## src/rtl/mmu_tlb_pkg.sv

```systemverilog
// mmu_tlb_pkg: shared entry types, CP0 field positions and command encodings for the TLB.
package mmu_tlb_pkg;

  localparam int VPN2_MSB   = 31;
  localparam int VPN2_LSB   = 13;
  localparam int HALF_BIT   = 12;
  localparam int OFFS_MSB   = 11;
  localparam int PFN_MSB    = 25;
  localparam int PFN_LSB    = 6;
  localparam int C_MSB      = 5;
  localparam int C_LSB      = 3;
  localparam int D_BIT      = 2;
  localparam int V_BIT      = 1;
  localparam int G_BIT      = 0;

  localparam int VPN2_W     = VPN2_MSB - VPN2_LSB + 1;
  localparam int PFN_W      = PFN_MSB - PFN_LSB + 1;
  // The ASID field of EntryHi lives below VPN2, so it can never exceed 13 bits.
  localparam int ASID_MAX_W = VPN2_LSB;

  typedef enum logic [1:0] {
    TLB_OP_NONE = 2'd0,
    TLB_OP_WI   = 2'd1,
    TLB_OP_WR   = 2'd2,
    TLB_OP_P    = 2'd3
  } tlb_op_e;

  localparam logic [2:0] C_UNCACHED = 3'd2;

  typedef struct packed {
    logic [PFN_W-1:0] pfn;
    logic [2:0]       c;
    logic             d;
    logic             v;
  } tlb_lo_t;

  typedef struct packed {
    logic [VPN2_W-1:0]     vpn2;
    logic [ASID_MAX_W-1:0] asid;
    logic                  g;
    tlb_lo_t               lo0;
    tlb_lo_t               lo1;
  } tlb_entry_t;

  function automatic logic [31:0] pack_lo(input tlb_lo_t lo, input logic g);
    logic [31:0] w;
    w                  = '0;
    w[PFN_MSB:PFN_LSB] = lo.pfn;
    w[C_MSB:C_LSB]     = lo.c;
    w[D_BIT]           = lo.d;
    w[V_BIT]           = lo.v;
    w[G_BIT]           = g;
    return w;
  endfunction

endpackage

```

## src/rtl/mmu_tlb_match.sv

```systemverilog
// mmu_tlb_match: single-entry VPN2/ASID/G comparator, one instance per TLB entry.
module mmu_tlb_match
  import mmu_tlb_pkg::*;
#(
  parameter int ASID_W = 8
) (
  input  logic [VPN2_W-1:0] entry_vpn2_i,
  input  logic [ASID_W-1:0] entry_asid_i,
  input  logic              entry_g_i,
  input  logic [VPN2_W-1:0] cmp_vpn2_i,
  input  logic [ASID_W-1:0] cmp_asid_i,
  output logic              hit_o
);

  assign hit_o = (entry_vpn2_i == cmp_vpn2_i) &&
                 (entry_g_i || (entry_asid_i == cmp_asid_i));

endmodule

```

## src/rtl/mmu_tlb.sv

```systemverilog
// mmu_tlb: fully associative software-managed TLB with a one-cycle registered lookup.
// Define MMU_TLB_PROBE_EN to build the TLBP probe logic; otherwise probe outputs are tied low.
module mmu_tlb
  import mmu_tlb_pkg::*;
#(
  parameter  int TLB_ENTRIES = 16,
  parameter  int ASID_W      = 8,
  localparam int IDX_W       = $clog2(TLB_ENTRIES)
) (
  input  logic              clk,
  input  logic              rst,
  input  logic              req_valid,
  output logic              req_ready,
  input  logic [31:0]       req_vaddr,
  input  logic              req_store,
  input  logic [ASID_W-1:0] req_asid,
  output logic              rsp_valid,
  output logic [31:0]       rsp_paddr,
  output logic              rsp_uncached,
  output logic              rsp_miss,
  output logic              rsp_invalid,
  output logic              rsp_modified,
  input  logic [1:0]        tlb_op,
  input  logic [IDX_W-1:0]  tlb_index,
  input  logic [31:0]       entryhi_i,
  input  logic [31:0]       entrylo0_i,
  input  logic [31:0]       entrylo1_i,
  output logic [31:0]       rd_entryhi,
  output logic [31:0]       rd_entrylo0,
  output logic [31:0]       rd_entrylo1,
  output logic              probe_done,
  output logic              probe_hit,
  output logic [IDX_W-1:0]  probe_index,
  output logic [IDX_W-1:0]  random_o
);

  tlb_entry_t             entries_q [TLB_ENTRIES];
  tlb_entry_t             wr_entry;
  tlb_entry_t             hit_entry;
  tlb_entry_t             rd_entry;
  tlb_lo_t                lo_sel;

  logic [IDX_W-1:0]       random_q, random_d;
  logic                   wr_en;
  logic [IDX_W-1:0]       wr_idx;
  logic                   req_fire;

  logic [VPN2_W-1:0]      cmp_vpn2;
  logic [ASID_W-1:0]      cmp_asid;
  logic [TLB_ENTRIES-1:0] hit_vec;
  logic                   hit_any;
  logic [IDX_W-1:0]       hit_idx;

  logic                   rsp_valid_q, rsp_valid_d;
  logic [31:0]            rsp_paddr_q, rsp_paddr_d;
  logic                   rsp_uncached_q, rsp_uncached_d;
  logic                   rsp_miss_q, rsp_miss_d;
  logic                   rsp_invalid_q, rsp_invalid_d;
  logic                   rsp_modified_q, rsp_modified_d;

  logic                   unused_bits;

  assign req_ready = (tlb_op == TLB_OP_NONE);
  assign req_fire  = req_valid && req_ready;

  // Random down-counter; free-running, including across TLBWR.
  assign random_d = (random_q == '0) ? IDX_W'(TLB_ENTRIES - 1) : random_q - 1'b1;
  assign random_o = random_q;

  always_ff @(posedge clk or negedge rst) begin
    if (!rst) begin
      random_q <= IDX_W'(TLB_ENTRIES - 1);
    end else begin
      random_q <= random_d;
    end
  end

  // Entry write path.
  assign wr_en  = (tlb_op == TLB_OP_WI) || (tlb_op == TLB_OP_WR);
  assign wr_idx = (tlb_op == TLB_OP_WR) ? random_q : tlb_index;

  always_comb begin
    wr_entry          = '0;
    wr_entry.vpn2     = entryhi_i[VPN2_MSB:VPN2_LSB];
    wr_entry.asid     = ASID_MAX_W'(entryhi_i[ASID_W-1:0]);
    wr_entry.g        = entrylo0_i[G_BIT] & entrylo1_i[G_BIT];
    wr_entry.lo0.pfn  = entrylo0_i[PFN_MSB:PFN_LSB];
    wr_entry.lo0.c    = entrylo0_i[C_MSB:C_LSB];
    wr_entry.lo0.d    = entrylo0_i[D_BIT];
    wr_entry.lo0.v    = entrylo0_i[V_BIT];
    wr_entry.lo1.pfn  = entrylo1_i[PFN_MSB:PFN_LSB];
    wr_entry.lo1.c    = entrylo1_i[C_MSB:C_LSB];
    wr_entry.lo1.d    = entrylo1_i[D_BIT];
    wr_entry.lo1.v    = entrylo1_i[V_BIT];
  end

  always_ff @(posedge clk or negedge rst) begin
    if (!rst) begin
      for (int i = 0; i < TLB_ENTRIES; i++) begin
        entries_q[i] <= '0;
      end
    end else if (wr_en) begin
      entries_q[wr_idx] <= wr_entry;
    end
  end

  assign unused_bits = ^{entryhi_i[VPN2_LSB-1:ASID_W],
                         entrylo0_i[31:PFN_MSB+1], entrylo1_i[31:PFN_MSB+1]};

  // Comparators are shared: a probe cycle never accepts a request, so the key can be muxed.
`ifdef MMU_TLB_PROBE_EN
  assign cmp_vpn2 = (tlb_op == TLB_OP_P) ? entryhi_i[VPN2_MSB:VPN2_LSB] : req_vaddr[VPN2_MSB:VPN2_LSB];
  assign cmp_asid = (tlb_op == TLB_OP_P) ? entryhi_i[ASID_W-1:0]        : req_asid;
`else
  assign cmp_vpn2 = req_vaddr[VPN2_MSB:VPN2_LSB];
  assign cmp_asid = req_asid;
`endif

  for (genvar i = 0; i < TLB_ENTRIES; i++) begin : g_match
    mmu_tlb_match #(
      .ASID_W (ASID_W)
    ) u_match (
      .entry_vpn2_i (entries_q[i].vpn2),
      .entry_asid_i (entries_q[i].asid[ASID_W-1:0]),
      .entry_g_i    (entries_q[i].g),
      .cmp_vpn2_i   (cmp_vpn2),
      .cmp_asid_i   (cmp_asid),
      .hit_o        (hit_vec[i])
    );
  end

  // Descending scan so the lowest matching index is the one left standing.
  always_comb begin
    hit_any = 1'b0;
    hit_idx = '0;
    for (int i = TLB_ENTRIES - 1; i >= 0; i--) begin
      if (hit_vec[i]) begin
        hit_any = 1'b1;
        hit_idx = IDX_W'(i);
      end
    end
  end

  assign hit_entry = entries_q[hit_idx];

  always_comb begin
    lo_sel         = req_vaddr[HALF_BIT] ? hit_entry.lo1 : hit_entry.lo0;
    rsp_valid_d    = req_fire;
    rsp_paddr_d    = '0;
    rsp_uncached_d = 1'b0;
    rsp_miss_d     = 1'b0;
    rsp_invalid_d  = 1'b0;
    rsp_modified_d = 1'b0;
    if (req_fire) begin
      if (!hit_any) begin
        rsp_miss_d = 1'b1;
      end else begin
        rsp_paddr_d    = {lo_sel.pfn, req_vaddr[OFFS_MSB:0]};
        rsp_uncached_d = (lo_sel.c == C_UNCACHED);
        rsp_invalid_d  = !lo_sel.v;
        rsp_modified_d = lo_sel.v && req_store && !lo_sel.d;
      end
    end
  end

  always_ff @(posedge clk or negedge rst) begin
    if (!rst) begin
      rsp_valid_q    <= 1'b0;
      rsp_paddr_q    <= '0;
      rsp_uncached_q <= 1'b0;
      rsp_miss_q     <= 1'b0;
      rsp_invalid_q  <= 1'b0;
      rsp_modified_q <= 1'b0;
    end else begin
      rsp_valid_q    <= rsp_valid_d;
      rsp_paddr_q    <= rsp_paddr_d;
      rsp_uncached_q <= rsp_uncached_d;
      rsp_miss_q     <= rsp_miss_d;
      rsp_invalid_q  <= rsp_invalid_d;
      rsp_modified_q <= rsp_modified_d;
    end
  end

  assign rsp_valid    = rsp_valid_q;
  assign rsp_paddr    = rsp_paddr_q;
  assign rsp_uncached = rsp_uncached_q;
  assign rsp_miss     = rsp_miss_q;
  assign rsp_invalid  = rsp_invalid_q;
  assign rsp_modified = rsp_modified_q;

  // TLBR read port.
  assign rd_entry    = entries_q[tlb_index];
  assign rd_entryhi  = {rd_entry.vpn2, rd_entry.asid};
  assign rd_entrylo0 = pack_lo(rd_entry.lo0, rd_entry.g);
  assign rd_entrylo1 = pack_lo(rd_entry.lo1, rd_entry.g);

`ifdef MMU_TLB_PROBE_EN
  logic             probe_done_q, probe_done_d;
  logic             probe_hit_q, probe_hit_d;
  logic [IDX_W-1:0] probe_index_q, probe_index_d;

  always_comb begin
    probe_done_d  = (tlb_op == TLB_OP_P);
    probe_hit_d   = probe_hit_q;
    probe_index_d = probe_index_q;
    if (tlb_op == TLB_OP_P) begin
      probe_hit_d   = hit_any;
      probe_index_d = hit_idx;
    end
  end

  always_ff @(posedge clk or negedge rst) begin
    if (!rst) begin
      probe_done_q  <= 1'b0;
      probe_hit_q   <= 1'b0;
      probe_index_q <= '0;
    end else begin
      probe_done_q  <= probe_done_d;
      probe_hit_q   <= probe_hit_d;
      probe_index_q <= probe_index_d;
    end
  end

  assign probe_done  = probe_done_q;
  assign probe_hit   = probe_hit_q;
  assign probe_index = probe_index_q;
`else
  assign probe_done  = 1'b0;
  assign probe_hit   = 1'b0;
  assign probe_index = '0;
`endif

endmodule

```

## config.mk

```make
export PLATFORM = sky130hd
export DESIGN_NAME = mmu_tlb
export DESIGN_NICKNAME = d
export VERILOG_FILES = /design/src/rtl/mmu_tlb_pkg.sv /design/src/rtl/mmu_tlb_match.sv /design/src/rtl/mmu_tlb.sv
export SDC_FILE = /design/constraint.sdc
export NUM_CORES = 2
export LEC_CHECK = 0
export ABC_CLOCK_PERIOD_IN_PS = 5110
export CAP_MARGIN = 40
export CELL_PAD_IN_SITES_DETAIL_PLACEMENT = 0
export CELL_PAD_IN_SITES_GLOBAL_PLACEMENT = 1
export CORE_MARGIN = 5
export CORE_UTILIZATION = 52
export CTS_BUF_LIST = sky130_fd_sc_hd__clkbuf_8 sky130_fd_sc_hd__clkbuf_16
export DETAILED_ROUTE_END_ITERATION = 10
export GPL_TIMING_DRIVEN = 0
export PLACE_DENSITY_LB_ADDON = 0.1
export SLEW_MARGIN = 20
export SYNTH_ARGS = -nofsm -noshare
export SYNTH_HDL_FRONTEND = slang
export SYNTH_HIERARCHICAL = 1
export SYNTH_SLANG_ARGS = --single-unit
```

## constraint.sdc

```tcl
create_clock -name clk -period 5.11 [get_ports clk]
set_clock_uncertainty 0.15 [all_clocks]
set_input_delay 1.022 -clock clk [delete_from_list [all_inputs] [get_ports clk]]
set_output_delay 1.022 -clock clk [all_outputs]
set_load 0.005 [all_outputs]
```

# == Yosys cells after proc, flatten, opt, wreduce, memory -nomap -nowiden ==
# Index checks and enable logic that the tools add are counted.
# word_totals
ff_bits,1369
latchBits,0
ram_bits,0
mem_bits_ro,0
input_bits,146
out_inout_bits,144
memories,0
# classes
add_sub_neg,1
mul,0
div,0
n_lt_le_gt_ge,4
n_eq_ne,35
n_shift,0
muxes,54
n_bitwise,4
reduce_logical,41
# op_table
operator,count
$bwmux 1328,1
$bmux 83 s4,2
$demux 83 s4,1
$eq 19x19->1,16
$mux 83,3
$eq 8x8->1,16
$mux 50,2
$mux 4,18
$mux 32,2
$mux 25,1
$mux 1,24
$logic_and 1x1->1,20
$logic_or 1x1->1,17
$ge 5x5->1 const B,3
$not 4->5,3
$lt 5x1->1 const B,1
$logic_not 4->1,1
$sub 4x1->4 const B,1
$eq 3x2->1 const B,1
$eq 2x1->1 const B,1
$eq 2x2->1 const B,1
$logic_not 1->1,2
$logic_not 2->1,1
$and 1x1->1,1

# == Depth between registers and ports, before layout ==
# depth
ltp_word,28
mapped_depth,16
mapped_depth_nobuf,13

# == Cells and area by module ==
# The synthesis kept the hierarchy.
# by_module_without_submodules
module,instances,cells_per_inst,area_per_inst_um2,seq_area_each_um2
mmu_tlb,1,4483,64388.0,32260.9
mmu_tlb_match,16,37,300.3,0.0

# == Worst setup path after synthesis ==
# OpenSTA, ideal clock, no wires.
# synth_timing
path_type,input-to-output
from,input port tlb_index[0]
to,output port rd_entrylo1[0]
arrival_ps,3315
slack_ps,623
cell_stages,6
path_buffers,4
path_cell_list,clkbuf_1 clkbuf_1 buf_1 mux4_2 mux4_2 buf_4
# synth_between
elab_chain_len,4
# synth_rtl
element,line,rtl
start: declaration,mmu_tlb.sv:24,"input logic [IDX_W-1:0] tlb_index,"
$not 4->5 (implied by the code),mmu_tlb.sv:192,assign rd_entry = entries_q[tlb_index];
$bmux 83 s4,mmu_tlb.sv:192,
$mux 83 (implied by the code) (2 in series),mmu_tlb.sv:192,
end: declaration,mmu_tlb.sv:30,"output logic [31:0] rd_entrylo1,"
# Every way passes these cells. The select of a mux whose other input is x is not followed.

# == Worst setup path after layout ==
# layout_timing
from,input port req_vaddr[15]
to,register rsp_paddr_q[23] (netlist: rsp_paddr[23])
# layout_rtl
element,line,rtl
start: declaration,mmu_tlb.sv:14,"input logic [31:0] req_vaddr,"
$eq 19x19->1 *,mmu_tlb_match.sv:15,assign hit_o = (entry_vpn2_i == cmp_vpn2_i) &&
$logic_and 1x1->1 *,mmu_tlb_match.sv:15,
via hit_vec[14],mmu_tlb.sv:50,logic [TLB_ENTRIES-1:0] hit_vec;
$mux 4 (15 in series),mmu_tlb.sv:137,if (hit_vec[i]) begin
$not 4->5 (implied by the code),mmu_tlb.sv:144,assign hit_entry = entries_q[hit_idx];
$bmux 83 s4,mmu_tlb.sv:144,
$mux 50 (implied by the code) (2 in series),mmu_tlb.sv:144,
$mux 25,mmu_tlb.sv:147,lo_sel = req_vaddr[HALF_BIT] ? hit_entry.lo1 : hit_entry.lo0;
$mux 32 *,mmu_tlb.sv:155,if (!hit_any) begin
$mux 32 *,mmu_tlb.sv:154,if (req_fire) begin
via rsp_paddr_d[23],mmu_tlb.sv:55,"logic [31:0] rsp_paddr_q, rsp_paddr_d;"
end signal: assignment,mmu_tlb.sv:176,rsp_paddr_q <= rsp_paddr_d;
end: declaration,mmu_tlb.sv:55,
# Mark *: on every way through the listed nets, which the timed path passes. The rest lies on a longest branch. The select of a mux whose other input is x is not followed.
# A chain may end at the register's enable or synchronous reset.

==> results.txt <==
status: finished, violations left
failing checks: negative setup slack
design area: 82300 µm²
total track usage: 35.7%
FP Rows: 133
Die X: 375 µm
largest net degree at the start of global routing: 143
Die H: 375 µm
CTS clk-pin slew, worst paths: 0.06 ns
mean area per synthesized cell: 13.6 µm²
period utilization: 100%
TritonCTS Buffers: 146
initial antenna violation count: 21
Seq cells post-synth: 1289
top_reg_cell synth: dfrtp_1
critical path peak fanout: 10
footprint of the multi-input gates: 35700 µm²
maxcap violations: 0
Setup crit end kind: flop
most common library cells after synthesis: 1285 x dfrtp_1, 1273 x mux2_2, 412 x nand2_1
Longest Clk Path Bufs: 3
Final Hold Fails: 0
Max H-tree Level: 4
Final nets: 5825
leading area contributor after synthesis: dfrtp_1
total power: 34900 µW
CP endpoint: rsp_paddr[23]$_DFF_PN0_
fmax: 0.195 GHz
first-pass GRT wire length: 363000 µm
Fillers: 10374
Netlist cell types: 55
starting density of the core: 52.5%
Req. time, crit path: 5.57 ns
min Tclk post-route: 5.12 ns
worst reg2reg setup slack: 0.18 ns
DRC errors left: 0
layout cells sized above 1: 41.3%
DR iter-0 viols: 4955
Slew Viols, Final: 0
measured slew at the worst slew-check pin: 0.975 ns
maximum vdd drop: 0.320 mV
ys async rst share: 100%
HPWL Detailed: 188000 µm
die area: 140000 µm²
setup total negative slack: -0.0138 ns
FF+latch area: 32300 µm²
io pins: 290
Worst Hold Class: reg2reg
R2R Path Start: entries_q[79]$_DFFE_PN0P_
slack of the critical path: -0.0138 ns
clk_lat worst skew: 0.79 ns
mean number of vias per cell: 6.52
Setup WS pre-CTS: -3.08 ns
synth top area cells: dfrtp_1 46%, mux2_2 21%, mux4_2 13%
Post-synth EDFFs: 0
TritonCTS Sinks: 1289
Clock Root Buffer: clkbuf_16
area fraction of the dominant cell type after synthesis: 46.5%
post-route ant nets: 0
area delta synth->final: 19.0%
most common cell in the netlist: dfrtp_1
Final GP Congestion: 0.947
leakage: 0.0354 µW
GRT Residual Overflow: 0
CP Class: in2reg
vias in the first global route: 49946
via count: 49291
Slew HR: 34.9%
utilization after layout: 62.5%
type of origin of the critical path: primary input
FF-to-FF path depth: 15
RR Endpoint: rsp_paddr[23]$_DFF_PN0_
Critical path origin: req_vaddr[15]
PwrDens: 424 nW/µm²
core area: 132000 µm²
Worst Path Arrival: 5.59 ns
post-synthesis cell count: 5075
Port Buffers: 246
placed instance area: 76300 µm²
WL/cell: 33.6 µm
Netlist Area Pre-Place: 69200 µm²
final setup fails: 1
final WL: 254000 µm
sequential area share after synthesis: 46.6%
Ys Warns: 6
DRT Pass-1 Iters: 7
CTS tree: done
-- metal layers --
metal / track usage [%] / wire [µm]
met1: 47.9 / 101000
met2: 52.7 / 112000
met3: 12.2 / 27400
met4: 16.4 / 13600
met5: 0 / 81
-- critical path, stage by stage --
cell	delay (ns)
clkbuf_4	0.20
buf_8	0.18
xor2_1	0.18
nor4_2	0.45
nand4_1	0.55
nor3_4	0.40
buf_4	0.18
nor4_1	0.05
o21ai_2	0.22
and2_1	0.25
buf_2	0.39
clkbuf_2	0.47
clkbuf_1	0.18
buf_6	0.22
a311oi_1	0.08
o32ai_1	0.39
nor3_2	0.15
-- where the power goes --
group	leakage [µW]	switching, µW	internal, µW
sequential	0.0160	2360	13000
clock	0.00247	4400	6030
combinational	0.0169	3820	5290
-- what timing repair did --
action,in CTS,in global routing
endpoints found under the setup margin,102,46
cloned,0,0
setup buffers,4,3
hold endpoints to repair,55,0
resized for setup,285,67
hold buffers,1,0
pin swaps,29,21
-- cell families (layout without fill, tap and decap cells) --
family | count (synthesis) | after routing | synth area share [%]
xor gates and xnor gates | 433 | 433 | 5.48
buffers and inverters | 455 | 1142 | 2.90
adders and majority gates | 3 | 3 | 0.0543
and+or+nand+nor | 785 | 785 | 5.66
other | 1 | 39 | 0.00542
AOI/OAI and AO/OA | 194 | 194 | 2.22
DFF | 1289 | 1289 | 46.6
muxes | 1915 | 1915 | 37.1
-- how the worst min path moves through the flow --
stage	from	end	cells past startpoint
2_1_floorplan	random_o[0]$_DFF_PN1_	random_o[0]$_DFF_PN1_	1
3_3_place_gp	entries_q[465]$_DFFE_PN0P_	entries_q[465]$_DFFE_PN0P_	2
3_5_place_dp	random_o[0]$_DFF_PN1_	random_o[0]$_DFF_PN1_	1
6_report	entries_q[84]$_DFFE_PN0P_	entries_q[84]$_DFFE_PN0P_	1
4_1_cts	random_o[0]$_DFF_PN1_	random_o[0]$_DFF_PN1_	1
5_1_grt	entries_q[943]$_DFFE_PN0P_	entries_q[943]$_DFFE_PN0P_	1
-- stage by stage --
| stage | std cells | hold slack, ns |
|---|---|---|
| global route | 7540 | 0.386 |
| global placement | 7098 | 0.351 |
| finish | 7555 | 0.375 |
| detailed placement | 7265 | 0.351 |
| CTS | 7526 | 0.366 |
| floorplan | 5097 | 0.307 |
-- state kept, by name, indices dropped and copies added, names as in the netlist --
name	flops
rsp_miss	1
rsp_uncached	1
rsp_valid	1
rsp_paddr	32
rsp_modified	1
random_o	4
entries_q	1248
rsp_invalid	1
-- layout make-up --
type | count | share of cell area [%]
Timing Repair Buffer | 431 | 6.02
Tap cell | 1755 | 2.67
Clock buffer | 181 | 5.11
Clock inverter | 75 | 0.590
Antenna cell | 16 | 0.0486
Inverter | 11 | 0.0517
Multi-Input combinational cell | 3353 | 43.4
Buffer | 444 | 2.90
Sequential cell | 1289 | 39.2
-- placed cells by master, fill, tap and decap left out, types with 13 or more instances in the layout --
| cell type | instances |
|---|---|
| dfrtp_1 | 1285 |
| mux2_2 | 1260 |
| nand2_1 | 411 |
| mux4_2 | 390 |
| xor2_1 | 385 |
| mux2i_1 | 251 |
| clkdlybuf4s50_1 | 221 |
| clkbuf_16 | 152 |
| clkbuf_1 | 136 |
| buf_6 | 129 |
| buf_1 | 122 |
| and3_1 | 98 |
| a311oi_1 | 69 |
| nor4_1 | 62 |
| buf_8 | 62 |
| clkbuf_2 | 57 |
| buf_4 | 54 |
| xnor2_1 | 48 |
| inv_1 | 42 |
| o32ai_1 | 39 |
| nand3_1 | 34 |
| clkinv_2 | 34 |
| clkbuf_8 | 33 |
| nor4b_1 | 32 |
| nor4_2 | 31 |
| buf_2 | 28 |
| nor3_2 | 24 |
| clkbuf_4 | 23 |
| conb_1 | 23 |
| nor3_1 | 18 |
| o21ai_0 | 17 |
| nand4_1 | 17 |
| diode_2 | 16 |
| a311oi_2 | 16 |
| nor2_1 | 14 |
| a21oi_1 | 14 |
| mux2_4 | 13 |
| buf_16 | 13 |
Power figures use the tool's default switching activity.
